$ cat src/rtl/hamming_decode_engine.sv
// SECDED decoder: sweeps NUM_WORDS encoded 16-bit words from memory, corrects
// single-bit errors, flags double-bit errors and writes message + status back.
module hamming_decode_engine #(
  parameter int SRC_BASE  = 30,
  parameter int DST_BASE  = 0,
  parameter int NUM_WORDS = 15,
  parameter int AW        = 8
) (
  input  logic          clk,
  input  logic          reset,
  input  logic          req,
  output logic          done,
  output logic [AW-1:0] mem_addr,
  input  logic [7:0]    mem_rdata,
  output logic [7:0]    mem_wdata,
  output logic          mem_we,
  output logic [7:0]    single_cnt,
  output logic [7:0]    double_cnt
);

  typedef enum logic [2:0] {
    IDLE, RD_LO, RD_HI, DECODE, WR_LO, WR_HI, DONE
  } state_e;

  localparam logic [1:0] FLAG_OK     = 2'b00;
  localparam logic [1:0] FLAG_SINGLE = 2'b01;
  localparam logic [1:0] FLAG_DOUBLE = 2'b10;

  state_e      state_q, state_d;
  logic [6:0]  k_q, k_d;
  logic [7:0]  lo_q, lo_d, hi_q, hi_d;
  logic [10:0] data_q, data_d;
  logic [1:0]  flag_q, flag_d;
  logic [7:0]  single_q, single_d, double_q, double_d;

  // Syndrome / parity / correction on the captured word.
  logic [15:0] w, wc;
  logic [3:0]  syn;
  logic        par;
  logic [1:0]  dec_flag;
  logic [10:0] dec_data;

  always_comb begin
    // NOTE: every combinational output gets a default first so no path leaves it unassigned (no latch).
    w        = {hi_q, lo_q};
    wc       = w;
    syn      = '0;
    dec_flag = FLAG_OK;
    for (int i = 1; i < 16; i++) begin
      if (w[i]) syn = syn ^ 4'(i);
    end
    par = ^w;
    if (par) begin
      dec_flag = FLAG_SINGLE;
      // syn==0 means the flipped bit was p0; the data bits are already good.
      if (syn != 4'd0) wc[syn] = ~wc[syn];
    end else if (syn != 4'd0) begin
      dec_flag = FLAG_DOUBLE;
    end
    dec_data = {wc[15:9], wc[7:5], wc[3]};
  end

  logic [AW-1:0] src_lo, dst_lo;
  logic          last_word;

  assign src_lo    = AW'(SRC_BASE + 2 * int'(k_q));
  assign dst_lo    = AW'(DST_BASE + 2 * int'(k_q));
  assign last_word = (k_q == 7'(NUM_WORDS - 1));

  always_comb begin
    state_d   = state_q;
    k_d       = k_q;
    lo_d      = lo_q;
    hi_d      = hi_q;
    data_d    = data_q;
    flag_d    = flag_q;
    single_d  = single_q;
    double_d  = double_q;
    mem_addr  = '0;
    mem_wdata = '0;
    mem_we    = 1'b0;
    done      = 1'b0;

    unique case (state_q)
      IDLE, DONE: begin
        done = (state_q == DONE);
        if (req) begin
          state_d  = RD_LO;
          k_d      = '0;
          single_d = '0;
          double_d = '0;
        end
      end
      RD_LO: begin
        mem_addr = src_lo;
        lo_d     = mem_rdata;
        state_d  = RD_HI;
      end
      RD_HI: begin
        mem_addr = src_lo + AW'(1);
        hi_d     = mem_rdata;
        state_d  = DECODE;
      end
      DECODE: begin
        data_d = dec_data;
        flag_d = dec_flag;
        if (dec_flag == FLAG_SINGLE && single_q != 8'hFF) single_d = single_q + 8'd1;
        if (dec_flag == FLAG_DOUBLE && double_q != 8'hFF) double_d = double_q + 8'd1;
        state_d = WR_LO;
      end
      WR_LO: begin
        mem_addr  = dst_lo;
        mem_we    = 1'b1;
        mem_wdata = data_q[7:0];
        state_d   = WR_HI;
      end
      WR_HI: begin
        mem_addr  = dst_lo + AW'(1);
        mem_we    = 1'b1;
        mem_wdata = {flag_q, 3'b000, data_q[10:8]};
        if (last_word) begin
          state_d = DONE;
        end else begin
          k_d     = k_q + 7'd1;
          state_d = RD_LO;
        end
      end
      default: state_d = IDLE;
    endcase
  end

  // NOTE: state registers use non-blocking assignments so all flops update together at the edge.
  always_ff @(posedge clk or posedge reset) begin
    if (reset) begin
      state_q  <= IDLE;
      k_q      <= '0;
      lo_q     <= '0;
      hi_q     <= '0;
      data_q   <= '0;
      flag_q   <= '0;
      single_q <= '0;
      double_q <= '0;
    end else begin
      state_q  <= state_d;
      k_q      <= k_d;
      lo_q     <= lo_d;
      hi_q     <= hi_d;
      data_q   <= data_d;
      flag_q   <= flag_d;
      single_q <= single_d;
      double_q <= double_d;
    end
  end

  assign single_cnt = single_q;
  assign double_cnt = double_q;

endmodule

$ cat config.mk
export PLATFORM = sky130hd
export DESIGN_NAME = hamming_decode_engine
export DESIGN_NICKNAME = d
export VERILOG_FILES = /design/src/rtl/hamming_decode_engine.sv
export SDC_FILE = /design/constraint.sdc
export NUM_CORES = 1
export LEC_CHECK = 0
export ABC_AREA = 1
export CORE_ASPECT_RATIO = 0.8
export CORE_MARGIN = 2
export CORE_UTILIZATION = 61
export CTS_CLUSTER_SIZE = 10
export DETAILED_ROUTE_END_ITERATION = 6
export PLACE_DENSITY = 0.86
export REMOVE_ABC_BUFFERS = 1
export SYNTH_ARGS = -nofsm -noshare
export SYNTH_HDL_FRONTEND = slang
export SYNTH_SLANG_ARGS = --single-unit
$ cat constraint.sdc
create_clock -name clk -period 3.3 [get_ports clk]
set_input_delay 0.66 -clock clk [delete_from_list [all_inputs] [get_ports clk]]
set_output_delay 0.66 -clock clk [all_outputs]
set_load 0.005 [all_outputs]
==> summary.txt, run 1 <==
Layout
  • Core Util, Final: 0.7313
  • Final non-filler cell total: 665
  • Nets: 599
  • Antenna diodes: 0
  • Layout cells sized above 1: 0.07192
  • Area Growth Syn to Fin: 16.77%

Clocking
  • Reg clk slew, reported paths: 100 ps
  • CTS tree: built
  • Post-cts resize count: 0
  • Worst-skew pair later-pin latency: 320 ps
  • CTS Sinks: 55
  • Clk buf depth: 2
  • Hold Buf Count CTS: 0
  • CTS Buf Count: 5
  • Setup repair bufs after CTS: 0
  • H-tree depth: 2
  • CTS root buffer: clkbuf_8

Synthesis
  • Synth top area cells: dfrtp_1 (38%), nand2_1 (19%), inv_1 (7.8%)
  • Synth Register Bits: 55
  • Top-area cell type share of the netlist area: 0.3757
  • Sequential share of the synthesized area: 0.3757
  • Async S/R FF share, synth: 1.000
  • Netlist cell types: 33
  • Synth area leader: dfrtp_1
  • Cells after Synth: 537
  • Post-Syn Area: 0.003664 sq mm
  • Top_reg_cell synth: dfrtp_1
  • Avg Inst Size Synth: 6.822 sq um
  • Post-synth EDFFs: 0
  • Yosys Warn Count: 0

Worst setup path
  • Worst Path Required: 2640 ps
  • Crit-path cells: nor2_4 -> inv_1 -> nor2_2 -> inv_1 -> o21ai_0 -> clkdlybuf4s50_1
  • Most Frequent Cell on Critical Path: inv_1
  • CP peak stage delay: 540 ps
  • Slowest stage cell on the critical path: clkdlybuf4s50_1
  • Max FO, Critical Path: 10
  • Crit path DAT: 2280 ps
  • Crit end category: output port
  • Crit path max-delay family: buffers and inverters
  • CP Class: reg -> out
  • CP startpoint kind: flip-flop
  • Buffers & Inverters on Critical Path: 3

Global routing
  • Total GRT Usage: 0.2840
  • Largest net degree at the start of global routing: 56
  • Initial antenna violation count: 0
  • Gr ovfl total: 0
  • Vias in the first global route: 3176
  • First-pass GRT wire length: 15060 microns

Timing
  • RSZ-0062 raised after global routing: no
  • Worst Max-Slew Pin Slew: 694.9 ps
  • Final Hold Vio Count: 0
  • F_max: 0.3402 GHz
  • Final setup viols: 0
  • Hold Slack: 490.1 ps
  • Worst rel slew slack: 0.5367
  • Sum Neg Setup Slack: 0 ps
  • Fin. max-slew vios: 0
  • Tcrit/Tclk final: 0.8908
  • Worst Skew: 10.63 ps
  • Tmin final: 2940 ps

Floorplan
  • Core ar.: 0.005849 sq mm
  • Die Width: 90.65 microns
  • Die Ht: 73.32 microns
  • Die area: 0.006646 sq mm
  • Top Ports: 45
  • Site Rows: 25
  • Starting Density: 0.6263

Detailed routing
  • WL per Instance: 13.69 microns
  • Vias: 3551
  • DRC errors left: 0
  • WL final: 9106 microns
  • Initial DRC count: 293
  • Drt pass-1 iters: 5
  • Routed vias/inst: 5.340
  • Detail Route Antenna Nets: 0

Place
  • Routability Congestion: 0.9784
  • Inst Count DP: 657
  • I/O Buffers: 44
  • DPL Wire Length: 6823 microns

Job
  • Max Cap Viol: 0

Status
  • Status: completed

Worst hold path
  • Hold WC Path Type: reg -> reg
[metal layers]
metal	GRT usage	wire length, microns
met1	0.4234	4465
met2	0.4378	3902
met3	0.04205	619
met4	0.07521	119
met5	0	0
[cell usage in the layout (no fill, tap or decap)]
cell type,synthesis,routed
o21ai_2,7,7
and3_1,1,1
a21oi_1,20,20
nand2_4,3,3
xnor2_2,2,2
o21a_1,2,2
inv_1,76,75
o211ai_1,1,1
nand2_1,186,186
nor3_1,9,9
nand3_1,42,42
buf_4,1,6
o21ai_1,1,1
xnor2_1,10,10
xor2_1,12,12
clkinv_2,0,3
o22ai_1,4,4
nor2_4,3,3
inv_2,5,6
nor4_1,2,2
a211oi_1,1,1
o21ai_0,32,32
clkdlybuf4s50_1,0,44
nand2_2,5,5
ha_1,5,5
nand3b_1,1,1
nor2_2,1,1
nor2_1,33,33
nand4_1,5,5
a41oi_1,1,1
clkbuf_8,0,5
dfrtp_1,55,55
a21oi_2,1,1
[worst reg2reg max path, cell delays in order (launching register included)]
cell and delay (ps):
dfrtp_1 470, xnor2_1 370, inv_1 90, nand2_1 70, nand2_1 80, inv_1 80, nand2_1 50, nand2_1 90
nand2_1 60, nand2_1 320, nand2_1 120, o21ai_2 170, inv_2 60, nand2_2 80, nand2_4 130, nand2_1 90
nand2_1 50, a21oi_1 130
[metrics by stage]
| step | setup WS, ps | instance area (sq um) |
|---|---|---|
| floorplan | 1068 | 3607 |
| global placement | 806.9 | 4194 |
| detailed placement | 747.8 | 4194 |
| CTS | 380.5 | 4278 |
| global route | 198.1 | 4278 |
| finish | 360.5 | 4278 |
[cell usage after synthesis (all sizes together), types with 4 or more instances]
library cell,number
nand3,42
dfrtp,55
nor2,37
o21ai,40
inv,81
buf,5
xor2,12
o22ai,4
nor3,9
xnor2,12
ha,5
clkbuf,6
nand2,194
a21oi,21
nand4,5
[state kept, by name, indices dropped and copies added, names as in the netlist]
register and flops:
data_q 11, hi_q 8, flag_q 2, lo_q 8, state_q 3, k_q 7, single_cnt 8, double_cnt 8
[path summary, 6_finish.rpt]
path | to | start | depth (start not counted) | slack (ps)
worst max-delay path | mem_wdata[6] | state_q[1] | 6 | 360
min in group asynchronous | k_q[3] | reset | 3 | 850
worst min register to register | data_q[5] | data_q[5] | 2 | 490
worst max register to register | double_cnt[3] | lo_q[7] | 17 | 710
max in group asynchronous | flag_q[1] | reset | 3 | 1990
worst min-delay path | data_q[5] | data_q[5] | 2 | 490
[kinds of logic (layout without fill, tap and decap cells)]
| group | count (synthesis) | after routing | synth area share |
|---|---|---|---|
| AOI/OAI and AO/OA | 70 | 70 | 0.1089 |
| buffers and inverters | 92 | 139 | 0.09836 |
| xor gates and xnor gates | 24 | 24 | 0.06147 |
| and+or+nand+nor | 291 | 291 | 0.3385 |
| adders and majority gates | 5 | 5 | 0.01708 |
| DFF | 55 | 55 | 0.3757 |
[area by class of cell]
| cell class | count | area, sq um |
|---|---|---|
| clock inverter | 3 | 15.01 |
| clock buffer | 5 | 68.82 |
| inverter | 81 | 304.0 |
| timing repair buffer | 50 | 485.5 |
| fill | 468 | 1572 |
| sequential | 55 | 1376 |
| multi-input combinational | 390 | 1927 |
| tap | 81 | 101.3 |
Power of run 1 is left out: the tool's default activity adds up to more than one toggle a clock period on the data nets, which glitch-free logic cannot reach.
==> run 2, diff against run 1 <==
REMOVE_ABC_BUFFERS = not set   (was 1)
==> summary.txt, run 2 (same netlist as run 1, synthesis figures left out) <==
Layout
  • Layout cells sized above 1: 0.07033 (-0.001592)
  • Core Util, Final: 0.7352 (+0.003850)
  • Fillers: 472 (+0.85%)
  • Area Growth Syn to Fin: 17.38%
  • Final non-filler cell total: 664 (-0.15%)
  • Commonest cells after routing, fill and taps aside: nand2_1 (186), inv_1 (75), dfrtp_1 (55)
  • Commonest non-fill, non-tap cell in the layout: nand2_1
  • Sequential cell area: 0.001376 sq mm (unchanged)
  • Antenna diodes: 0 (unchanged)
  • Nets: 599 (unchanged)
  • Max reg flops: 11 (unchanged)
  • Area of the multi-input gates: 0.001927 sq mm (unchanged)
  • Top reg by flops: data_q

Clocking
  • H-tree depth: 2 (unchanged)
  • CTS Buf Count: 5 (unchanged)
  • CTS tree: built
  • Reg clk slew, reported paths: 100 ps (about the same)
  • Worst-skew pair later-pin latency: 310 ps (about the same)
  • Clk buf depth: 2 (unchanged)
  • Hold Buf Count CTS: 0 (unchanged)
  • CTS Sinks: 55 (unchanged)
  • Setup repair bufs after CTS: 0 (unchanged)
  • CTS root buffer: clkbuf_8
  • Post-cts resize count: 0 (unchanged)

Worst setup path
  • Buffers & Inverters on Critical Path: 3 (unchanged)
  • Total stage count of the critical path: 7 (+1)
  • Crit path DAT: 2210 ps (-70 ps)
  • Crit path max-delay family: buffers and inverters
  • CP startpoint kind: flip-flop
  • CP Class: reg -> out
  • Most Frequent Cell on Critical Path: nand2_1
  • Slowest stage cell on the critical path: clkdlybuf4s50_1
  • Max FO, Critical Path: 10 (unchanged)
  • Worst Path Required: 2640 ps (about the same)
  • Setup crit start: state_q[1]
  • R2R setup slack: 750 ps (+40 ps)
  • Crit end category: output port
  • Crit-path cells: nor2_4 -> inv_1 -> nor2_2 -> buf_4 -> nand2_1 -> nand2_1 -> clkdlybuf4s50_1
  • Length in cells of the worst reg-to-reg path: 17 (unchanged)
  • CP peak stage delay: 490 ps (-50 ps)
  • Critical R2R Capture: data_q[4]
  • Reg2reg start: lo_q[6]

Detailed routing
  • DRC errors left: 0 (unchanged)
  • Initial DRC count: 331 (+13%)
  • Routed vias/inst: 5.395 (+1.0%)
  • WL final: 9354 microns (+2.7%)
  • Drt pass-1 iters: 5 (unchanged)
  • Detail Route Antenna Nets: 0 (unchanged)
  • WL per Instance: 14.09 microns (+2.9%)
  • Vias: 3582 (+0.87%)

Timing
  • Final Hold Vio Count: 0 (unchanged)
  • Worst rel slew slack: 0.5226 (-0.01409)
  • Fin. max-slew vios: 0 (unchanged)
  • RSZ-0062 raised after global routing: no
  • Worst Skew: 9.944 ps (-0.6840 ps)
  • F_max: 0.3486 GHz (+2.5%)
  • Worst Max-Slew Pin Slew: 716.0 ps (+21.14 ps)
  • Sum Neg Setup Slack: 0 ps (unchanged)
  • Final setup viols: 0 (unchanged)
  • Tcrit/Tclk final: 0.8693 (-0.02143)
  • Tmin final: 2869 ps (-70.72 ps)

Floorplan
  • Core ar.: 0.005849 sq mm (unchanged)
  • Top Ports: 45 (unchanged)
  • Site Rows: 25 (unchanged)
  • Die area: 0.006646 sq mm (unchanged)
  • Starting Density: 0.6263 (unchanged)
  • Die Width: 90.65 microns (unchanged)
  • Die Ht: 73.32 microns (unchanged)

Worst hold path
  • Hold path start: data_q[5]
  • Worst Hold Endpoint: data_q[5]
  • Worst hold path depth: 2 (unchanged)
  • Hold WC Path Type: reg -> reg

Global routing
  • Initial antenna violation count: 0 (unchanged)
  • Largest net degree at the start of global routing: 56 (unchanged)
  • First-pass GRT wire length: 15790 microns (+4.9%)
  • Total GRT Usage: 0.2950 (+0.01102)
  • Gr ovfl total: 0 (unchanged)
  • Vias in the first global route: 3425 (+7.8%)

Place
  • Inst Count DP: 657 (unchanged)
  • DPL Wire Length: 6868 microns (+0.66%)
  • I/O Buffers: 44 (unchanged)
  • Routability Congestion: 0.9310 (-4.8%)

Job
  • Max Cap Viol: 0 (unchanged)

Status
  • Status: completed

Synthesis
  • Syn_nets: 553
[run 2: cell types whose count changed in the layout (fill, tap and decap cells not counted)]
cell / change
bufinv_16: +1
clkinvlp_4: +1
clkinv_2: -3
[run 2: area by class of cell]
cell class	count	share of cell area
multi-input combinational	390	0.4481
sequential	55	0.3200
timing repair buffer	50	0.1129
inverter	81	0.07070
tap	81	0.02357
clock buffer	5	0.01600
clock inverter	2	0.008729
[run 2: how the worst max path moves through the flow]
stage,to,slack (ps)
2_1_floorplan,data_q[0],1210
3_3_place_gp,mem_wdata[6],830
3_5_place_dp,k_q[6],710
4_1_cts,mem_wdata[2],450
5_1_grt,mem_wdata[7],320
6_report,mem_wdata[2],430
[run 2: metrics by stage]
stage	instance area [sq um]	hold slack [ps]	setup slack (ps)
after floorplan	3664	448.8	1211
after global placement	4194	466.8	828.6
after detailed placement	4194	470.2	714.3
after CTS	4300	494.6	450.6
after global routing	4300	508.0	317.5
final	4300	484.7	431.2
[run 2: routing by layer]
metal | up-vias | GRT usage | wire length (microns)
met5 | - | 0 | 0
li1 | 1776 | - | -
met4 | 0 | 0.09060 | 139
met1 | 1646 | 0.4180 | 4364
met3 | 19 | 0.05641 | 745
met2 | 141 | 0.4652 | 4104
[run 2: worst min-delay path, stage by stage, from the launching register on]
cell     delay (ps)
dfrtp_1         350
nand2_1          50
nand2_1          50
Power of run 2 is left out for the same reason.
==> run 3, diff against run 2 <==
CORE_UTILIZATION = 51   (was 61)
PLACE_DENSITY = 0.77   (was 0.86)
clock period = 2.5 ns   (was 3.3 ns; I/O delays follow)
==> summary.txt, run 3 (same netlist as run 1, synthesis figures left out) <==
Timing
  • Fin. max-slew vios: 0 (unchanged)
  • Worst rel slew slack: 0.6736 (+0.1510)
  • Tmin final: 2406 ps
  • Final Hold Vio Count: 0 (unchanged)
  • Tcrit/Tclk final: 0.9623
  • Worst Max-Slew Pin Slew: 485.9 ps (-230.2 ps)
  • Hold Slack: 490.2 ps (+5.432 ps)
  • Worst Skew: 6.973 ps (-2.971 ps)
  • Final setup viols: 0 (unchanged)
  • F_max: 0.4157 GHz
  • Sum Neg Setup Slack: 0 ps (unchanged)
  • RSZ-0062 raised after global routing: no

Global routing
  • Total GRT Usage: 0.2373 (-0.05775)
  • Initial antenna violation count: 0 (unchanged)
  • Vias in the first global route: 3161 (-7.7%)
  • Largest net degree at the start of global routing: 36 (-36%)
  • First-pass GRT wire length: 15000 microns (-5.0%)
  • Gr ovfl total: 0 (unchanged)

Clocking
  • CTS root buffer: clkbuf_8
  • CTS tree: built
  • CTS Sinks: 55 (unchanged)
  • H-tree depth: 2 (unchanged)
  • Hold Buf Count CTS: 0 (unchanged)
  • CTS Buf Count: 5 (unchanged)
  • Worst-skew pair later-pin latency: 320 ps (about the same)
  • Clk buf depth: 2 (unchanged)
  • Reg clk slew, reported paths: 110 ps (about the same)

Worst setup path
  • Crit-path cells: inv_4 -> buf_4 -> nor2_4 -> buf_6 -> nand2_1 -> nand2_1 -> clkdlybuf4s50_1
  • Crit path DAT: 1910 ps (-300 ps)
  • CP Class: reg -> out
  • Worst Path Required: 2000 ps (-640 ps)
  • CP peak stage delay: 510 ps (+20 ps)
  • Total stage count of the critical path: 7 (unchanged)
  • Length in cells of the worst reg-to-reg path: 12 (-5)
  • Crit path max-delay family: buffers and inverters
  • CP startpoint kind: flip-flop
  • Buffers & Inverters on Critical Path: 4 (+1)
  • Slowest stage cell on the critical path: clkdlybuf4s50_1
  • Crit end category: output port
  • Most Frequent Cell on Critical Path: nand2_1
  • Max FO, Critical Path: 6 (-4)

Detailed routing
  • WL final: 9310 microns (-0.47%)
  • DRC errors left: 0 (unchanged)
  • Detail Route Antenna Nets: 0 (unchanged)
  • Drt pass-1 iters: 6 (+1)
  • Initial DRC count: 333 (+0.60%)
  • Routed vias/inst: 5.273 (-2.3%)
  • Vias: 3633 (+1.4%)
  • WL per Instance: 13.51 microns (-4.1%)

Status
  • Status: completed

Place
  • DPL Wire Length: 6780 microns (-1.3%)
  • Post-place instance area: 0.004282 sq mm (+2.1%)
  • Routability Congestion: 0.9512 (+2.2%)
  • I/O Buffers: 44 (unchanged)

Worst hold path
  • Hold WC Path Type: reg -> reg
  • Worst hold path depth: 2 (unchanged)

Floorplan
  • Die Ht: 79.81 microns (+8.9%)
  • Core ar.: 0.006925 sq mm (+18%)
  • Site Rows: 27 (+8.0%)
  • Die Width: 98.76 microns (+9.0%)
  • Starting Density: 0.5290 (-0.09731)
  • Top Ports: 45 (unchanged)
  • Die area: 0.007882 sq mm (+19%)

Synthesis
  • Syn_nets: 553 (unchanged)

Layout
  • Top reg by flops: data_q
  • Layout cells sized above 1: 0.1279 (+0.05758)
  • Commonest cells after routing, fill and taps aside: nand2_1 (181), inv_1 (70), dfrtp_1 (51)
  • Commonest non-fill, non-tap cell in the layout: nand2_1
  • Area Growth Syn to Fin: 23.43%
  • Max reg flops: 11 (unchanged)
  • Antenna diodes: 0 (unchanged)
  • Nets: 617 (+3.0%)
  • Final instance area: 0.004522 sq mm (+5.2%)

Job
  • Max Cap Viol: 0 (unchanged)
## run 3: cell types whose count changed in the layout (fill, tap and decap cells not counted), moves of 2 or more
cell             before  now
buf_4                 6   21
inv_1                75   70
nand2_1             186  181
dfrtp_1              55   51
dfrtp_2               0    4
inv_2                 6   10
nand2_2               5    9
clkdlybuf4s50_1      44   41
o21ai_0              32   29
o21ai_1               1    4
dlymetal6s2s_1        0    2
## run 3: final cells by class
| cell class | instances | area [sq um] |
|---|---|---|
| fill | 612 | 2404 |
| inverter | 81 | 306.5 |
| clock inverter | 2 | 38.79 |
| clock buffer | 6 | 72.57 |
| timing repair buffer | 68 | 638.1 |
| tap | 87 | 108.9 |
| sequential | 55 | 1381 |
| multi-input combinational | 390 | 1976 |
## run 3: per-stage QoR
| stage | worst slack (ps) | std cells | util |
|---|---|---|---|
| after global placement | 194.8 | 672 | 0.6182 |
| after global routing | 7.618 | 689 | 0.6529 |
| after detailed placement | 79.64 | 672 | 0.6182 |
| after CTS | 3.086 | 682 | 0.6376 |
| final | 94.29 | 689 | 0.6529 |
| after floorplan | 411.0 | 537 | - |
## run 3: timing repair
item                                    CTS  global route
setup buffers                             2             6
cloned                                    0             1
resized for setup                         7            22
pin swaps                                 0             2
hold endpoints to repair                  0             0
endpoints found under the setup margin    9            36
## run 3: final timing paths
check / endpoint / slack, ps / from
max: mem_wdata[0] / 90 / state_q[0]
min: data_q[8] / 490 / data_q[8]
max reg2reg: double_cnt[3] / 170 / lo_q[7]
min reg2reg: data_q[8] / 490 / data_q[8]
max in group asynchronous: state_q[1] / 1430 / reset
min in group asynchronous: single_cnt[3] / 510 / reset
## run 3: metal layers
metal | wire, microns | up-vias | track usage
li1 | - | 1811 | -
met1 | 4449 | 1662 | 0.3616
met2 | 4105 | 148 | 0.3554
met3 | 646 | 12 | 0.03240
met4 | 108 | 0 | 0.05753
met5 | 0 | - | 0
## run 3: worst register-to-register path, cell delays in order, from the launching register on
cell     delay [ps]
dfrtp_2         470
xnor2_1         170
buf_4           160
xnor2_2         240
xor2_1          400
nand2_2         100
o21ai_2         180
inv_2            60
nand2_2          70
nand2_4         130
nand2_1          90
nand2_1          50
a21oi_1         140
Power of run 3 is left out for the same reason.
